File: config.mk
export PLATFORM = sky130hd
export DESIGN_NAME = event_encoder
export DESIGN_NICKNAME = d
export VERILOG_FILES = /design/src/rtl/event_encoder.sv
export SDC_FILE = /design/constraint.sdc
export NUM_CORES = 1
export LEC_CHECK = 0
export CORE_UTILIZATION = 40
export DETAILED_ROUTE_END_ITERATION = 8
export GPL_TIMING_DRIVEN = 1
export PLACE_DENSITY = 0.7
export SLEW_MARGIN = 20
export SYNTH_ARGS = -nofsm -noshare
export SYNTH_HDL_FRONTEND = slang
export SYNTH_SLANG_ARGS = --single-unit
File: constraint.sdc
create_clock -name clk -period 3 [get_ports clk]
set_clock_uncertainty 0.2 [all_clocks]
set_input_delay 0.45 -clock clk [delete_from_list [all_inputs] [get_ports clk]]
set_output_delay 0.45 -clock clk [all_outputs]
set_load 0.05 [all_outputs]
File: src/rtl/event_encoder.sv
// ----------------------------------------------------------------------------
// event_encoder
//
// Purpose:
//   Sequential N-to-log2(N) encoder. Event requests on N lines are captured
//   into a sticky pending set. One pending source at a time is encoded into a
//   binary index and offered to a consumer over a valid/ready handshake. A
//   source's pending bit is cleared once its index has been taken. Selection
//   is either fixed priority (lowest index wins) or round-robin (rotating
//   after the last served index).
//
// Ports:
//   clk          in   1      single clock, rising edge
//   rst_n        in   1      asynchronous active-low reset
//   req_in       in   N      per-source event request, sampled every cycle
//   clr          in   1      synchronous flush of all pending events
//   out_valid    out  1      out_idx holds a valid encoded event
//   out_ready    in   1      consumer accepts out_idx when out_valid=1
//   out_idx      out  IDXW   encoded index of the event being offered
//   pending      out  N      registered pending set
//   any_pending  out  1      registered OR of the pending set
//   overflow     out  1      one-cycle pulse: request hit an already-pending bit
// ----------------------------------------------------------------------------
module event_encoder #(
    parameter int N           = 8,
    parameter int IDXW        = $clog2(N),
    parameter int ROUND_ROBIN = 0
) (
    input  logic            clk,
    input  logic            rst_n,
    input  logic [N-1:0]    req_in,
    input  logic            clr,
    output logic            out_valid,
    input  logic            out_ready,
    output logic [IDXW-1:0] out_idx,
    output logic [N-1:0]    pending,
    output logic            any_pending,
    output logic            overflow
);

    typedef enum logic {
        IDLE  = 1'b0,
        OFFER = 1'b1
    } state_e;

    state_e          state_q, state_d;
    logic [N-1:0]    pending_q, pending_d;
    logic [IDXW-1:0] out_idx_q, out_idx_d;
    logic [IDXW-1:0] rr_ptr_q, rr_ptr_d;
    logic            out_valid_q, out_valid_d;
    logic            any_pending_q, any_pending_d;
    logic            overflow_q, overflow_d;

    logic            fire;
    logic [N-1:0]    served;
    logic [N-1:0]    avail;
    logic [IDXW-1:0] search_base;
    logic [IDXW-1:0] enc_idx;
    logic            enc_found;

    assign fire   = out_valid_q & out_ready;
    assign served = fire ? (N'(1) << out_idx_q) : '0;
    // The index being taken this cycle is excluded so the next offer can be
    // loaded back-to-back without repeating it.
    assign avail  = pending_q & ~served;

    // On a fire the pointer moves to the index just taken; using that value
    // immediately keeps the rotation correct for back-to-back offers.
    assign search_base = fire ? out_idx_q : rr_ptr_q;

    // Priority encoder over the available set.
    always_comb begin : encoder
        int cand;
        cand      = 0;
        enc_idx   = '0;
        enc_found = 1'b0;
        if (ROUND_ROBIN != 0) begin
            for (int k = 1; k <= N; k++) begin
                cand = (int'(search_base) + k) % N;
                if (!enc_found && avail[cand]) begin
                    enc_idx   = IDXW'(cand);
                    enc_found = 1'b1;
                end
            end
        end else begin
            // Scanning downward leaves the lowest set index as the winner.
            for (int i = N - 1; i >= 0; i--) begin
                if (avail[i]) begin
                    enc_idx   = IDXW'(i);
                    enc_found = 1'b1;
                end
            end
        end
    end

    // Next-state logic: pending set maintenance, offer FSM and flush.
    always_comb begin
        // A bit served and re-requested in the same cycle stays set as a new
        // event; it is not reported as an overflow because it was just taken.
        pending_d   = (pending_q & ~served) | req_in;
        overflow_d  = |(req_in & avail);
        state_d     = state_q;
        out_valid_d = out_valid_q;
        out_idx_d   = out_idx_q;
        rr_ptr_d    = rr_ptr_q;

        if (fire) begin
            rr_ptr_d = out_idx_q;
        end

        case (state_q)
            IDLE: begin
                if (enc_found) begin
                    out_idx_d   = enc_idx;
                    out_valid_d = 1'b1;
                    state_d     = OFFER;
                end
            end
            OFFER: begin
                // Without a fire the offer is held; later higher-priority
                // arrivals never preempt it.
                if (fire) begin
                    if (enc_found) begin
                        out_idx_d = enc_idx;
                    end else begin
                        out_valid_d = 1'b0;
                        state_d     = IDLE;
                    end
                end
            end
            default: begin
                out_valid_d = 1'b0;
                state_d     = IDLE;
            end
        endcase

        // Flush drops everything including same-cycle requests; out_idx keeps
        // its last value so the output is never undefined.
        if (clr) begin
            pending_d   = '0;
            overflow_d  = 1'b0;
            out_valid_d = 1'b0;
            state_d     = IDLE;
            rr_ptr_d    = IDXW'(N - 1);
        end

        any_pending_d = |pending_d;
    end

    // State registers.
    always_ff @(posedge clk or negedge rst_n) begin
        if (!rst_n) begin
            state_q       <= IDLE;
            pending_q     <= '0;
            out_idx_q     <= '0;
            rr_ptr_q      <= IDXW'(N - 1);
            out_valid_q   <= 1'b0;
            any_pending_q <= 1'b0;
            overflow_q    <= 1'b0;
        end else begin
            state_q       <= state_d;
            pending_q     <= pending_d;
            out_idx_q     <= out_idx_d;
            rr_ptr_q      <= rr_ptr_d;
            out_valid_q   <= out_valid_d;
            any_pending_q <= any_pending_d;
            overflow_q    <= overflow_d;
        end
    end

    assign out_valid   = out_valid_q;
    assign out_idx     = out_idx_q;
    assign pending     = pending_q;
    assign any_pending = any_pending_q;
    assign overflow    = overflow_q;

endmodule
==> reports/qor.yml <==
yosys:
  synthCells: 86
  yosysWarnings: 0
  ys_ff_latch: 15
  syn_area_um2: 834.6
  avgSynthCellArea_um2: 9.704
  synthTopCellsByArea: "dfrtp_1 45%, a21oi_1 4.2%, nor2_1 3.6%"
  async_flop_share_pct: 100.0
  yosysUniqueCellTypes: 34
  synth_top_flop_cell: "dfrtp_1"
  syn_nets: 98
  synth_edf_count: 0
  synth_top_area_cell: "dfrtp_1"
  yosysSeqAreaShare_pct: 44.98
  synth_top_area_share_pct: 44.98
cts:
  tritoncts: "done"
  cts_hold_buf: 0
  cts.sinks: 15
  postCtsSetupRepairBufs: 0
  clock_latency_ns: 0.29
  cts_buffers: 3
  cts_root_buffer: "clkbuf_4"
  cts_resized: 0
  htreeDepth: 1
  cts_buffer_depth: 2
  clk_transition_reported_paths_ns: 0.09
critical_path:
  critPathRequiredTime_ns: 2.96
  worst-path-max-fanout: 5
  r2r_start: "out_idx[0]"
  critPathLaunchType: "input pin"
  slowest_delay_ns: 0.56
  crit_chain: "clkdlybuf4s50_1, nand2_1, o31ai_2, a21oi_2, or4_1, or4_1"
  critPathArrivalTime_ns: 2.60
  crit_slowest_cell: "clkdlybuf4s50_1"
  worstSetupPathType: "input pin to register"
  cp_num_buf_inv: 1
  critPathLaunch: "out_ready"
  cp-end-kind: "register"
  path_common_cell: "or4_1"
  path_delay_family: "simple AND/OR/NAND/NOR gates"
grt:
  grt.overflow.total: 0
  grt_pass1_vias: 731
  grt_use_total_pct: 21.00
  antenna_found_initial: 0
  grt_max_degree: 16
  grt_pass1_wl_mm: 3.256
placed_design:
  pre_cts_ws_ns: 0.08035
  place_inst: 141
  gp_congestion: 0.7719
  port_buffers: 25
  dp_hpwl_mm: 1.558
drt:
  avgRoutedWirePerCell_um: 13.61
  drt_iter0_drc: 24
  drc: 0
  num_vias: 795
  routed_via_density: 5.483
  ant_nets: 0
  wirelength_mm: 1.974
  drtPass1Iterations: 4
power_and_ir_drop:
  powerDensity_nw_per_um2: 502.0
  ir_drop_v: 0.0002247
  p_leak_nw: 0.4661
floorplanning:
  die_y_um: 47.68
  fp.dieW_um: 47.68
  dieArea_um2: 2273
  rows: 16
  start_util_pct: 42.54
  ioPinCount: 26
  coreArea_um2: 1962
cells_and_area:
  final_common_cell: "clkdlybuf4s50_1"
  antenna_cells: 0
  nNetsFinal: 131
  drive_above_1_share_pct: 14.41
  area_growth_pct: 39.73
  n_fill_cell: 199
  final_cell_mix: "25 x clkdlybuf4s50_1, 15 x dfrtp_1, 8 x nor2_1"
  instances_no_fill: 145
sta:
  timing.final.ws_setup_ns: 0.3609
  period_needed_ns: 2.639
  tightest_slew_ns: 0.7108
  setup_viol: 0
  hold_viol: 0
  tns_ns: 0
  max_freq_mhz: 378.9
  fin_crit_sh_pct: 87.97
  slew_viol_final: 0
  rsz0062_at_grt: "no"
  max-slew-margin-rel_pct: 52.47
status:
  outcome: "completed"
flow_run:
  cap_violations: 0
hold_path:
  hp-class: "input pin to async pin"
synthesized netlist by cell type, types with 2 or more instances:
cell type  instances
a22o_1             2
nand2_1            5
inv_1              7
a21oi_1            7
a21oi_2            2
or4_1              2
a31oi_1            3
o22ai_1            2
nor2_1             8
o21a_1             3
o21ai_0            5
dfrtp_1           15
nand4_1            2
nor3_1             3
worst paths after layout:
check	to	slack (ns)	cells past startpoint
max	any_pending	0.36	6
min	out_valid	0.38	1
max reg2reg	any_pending	0.46	5
min reg2reg	pending[5]	0.38	2
max in group asynchronous	pending[6]	1.77	1
min in group clk	pending[5]	0.38	2
worst register-to-register path: stages (launching register included):
cell and delay, ns:
dfrtp_1 0.63, nand2b_1 0.17, o31ai_2 0.40, a21oi_2 0.11
or4_1 0.50, or4_1 0.41
layout make-up:
type | count | area (µm²) | area share, %
clock buffer | 4 | 26.28 | 2.253
inverter | 7 | 26.28 | 2.253
multi-input combinational | 62 | 416.7 | 35.73
sequential | 15 | 375.4 | 32.19
tap | 27 | 33.78 | 2.897
timing repair buffer | 30 | 287.8 | 24.68
sequential cells by signal, indices dropped and copies added, names as in the netlist:
signal,count
any_pending,1
out_idx,3
out_valid,1
overflow,1
pending,8
state_q,1
where the power goes:
part           internal (mW)  leakage [nW]  total [mW]  switching (mW)
logic                 0.0824         0.268       0.210           0.128
clock network         0.0517        0.0150       0.119          0.0671
registers              0.221         0.183       0.256          0.0351
logic make-up (layout without fill, tap and decap cells):
| kind of cell | Yosys count | count (layout) | synth area share (%) |
|---|---|---|---|
| buffers and inverters | 9 | 41 | 5.097 |
| DFF | 15 | 15 | 44.98 |
| muxes | 1 | 1 | 1.349 |
| AOI/OAI and AO/OA | 36 | 36 | 33.14 |
| and+or+nand+nor | 25 | 25 | 15.44 |
routing by layer:
layer	GRT usage (%)	vias to the layer above	share of wire, %
li1	-	388	-
met1	27.93	372	44
met2	35.89	33	50
met3	3.396	2	5.9
met4	5.000	0	0.81
met5	0	-	0
stage by stage:
step | utilization, % | cell area, µm² | power, mW | hold slack [ns]
2_1_floorplan | - | 834.6 | 0.3897 | -0.04559
3_3_place_gp | 58.10 | 1140 | 0.4675 | 0.3673
3_5_place_dp | 58.10 | 1140 | 0.4704 | 0.3700
4_1_cts | 59.44 | 1166 | 0.5864 | 0.3841
5_1_grt | 59.44 | 1166 | 0.6187 | 0.4054
6_report | 59.44 | 1166 | 0.5854 | 0.3788
(Power assumes the default switching activity.)
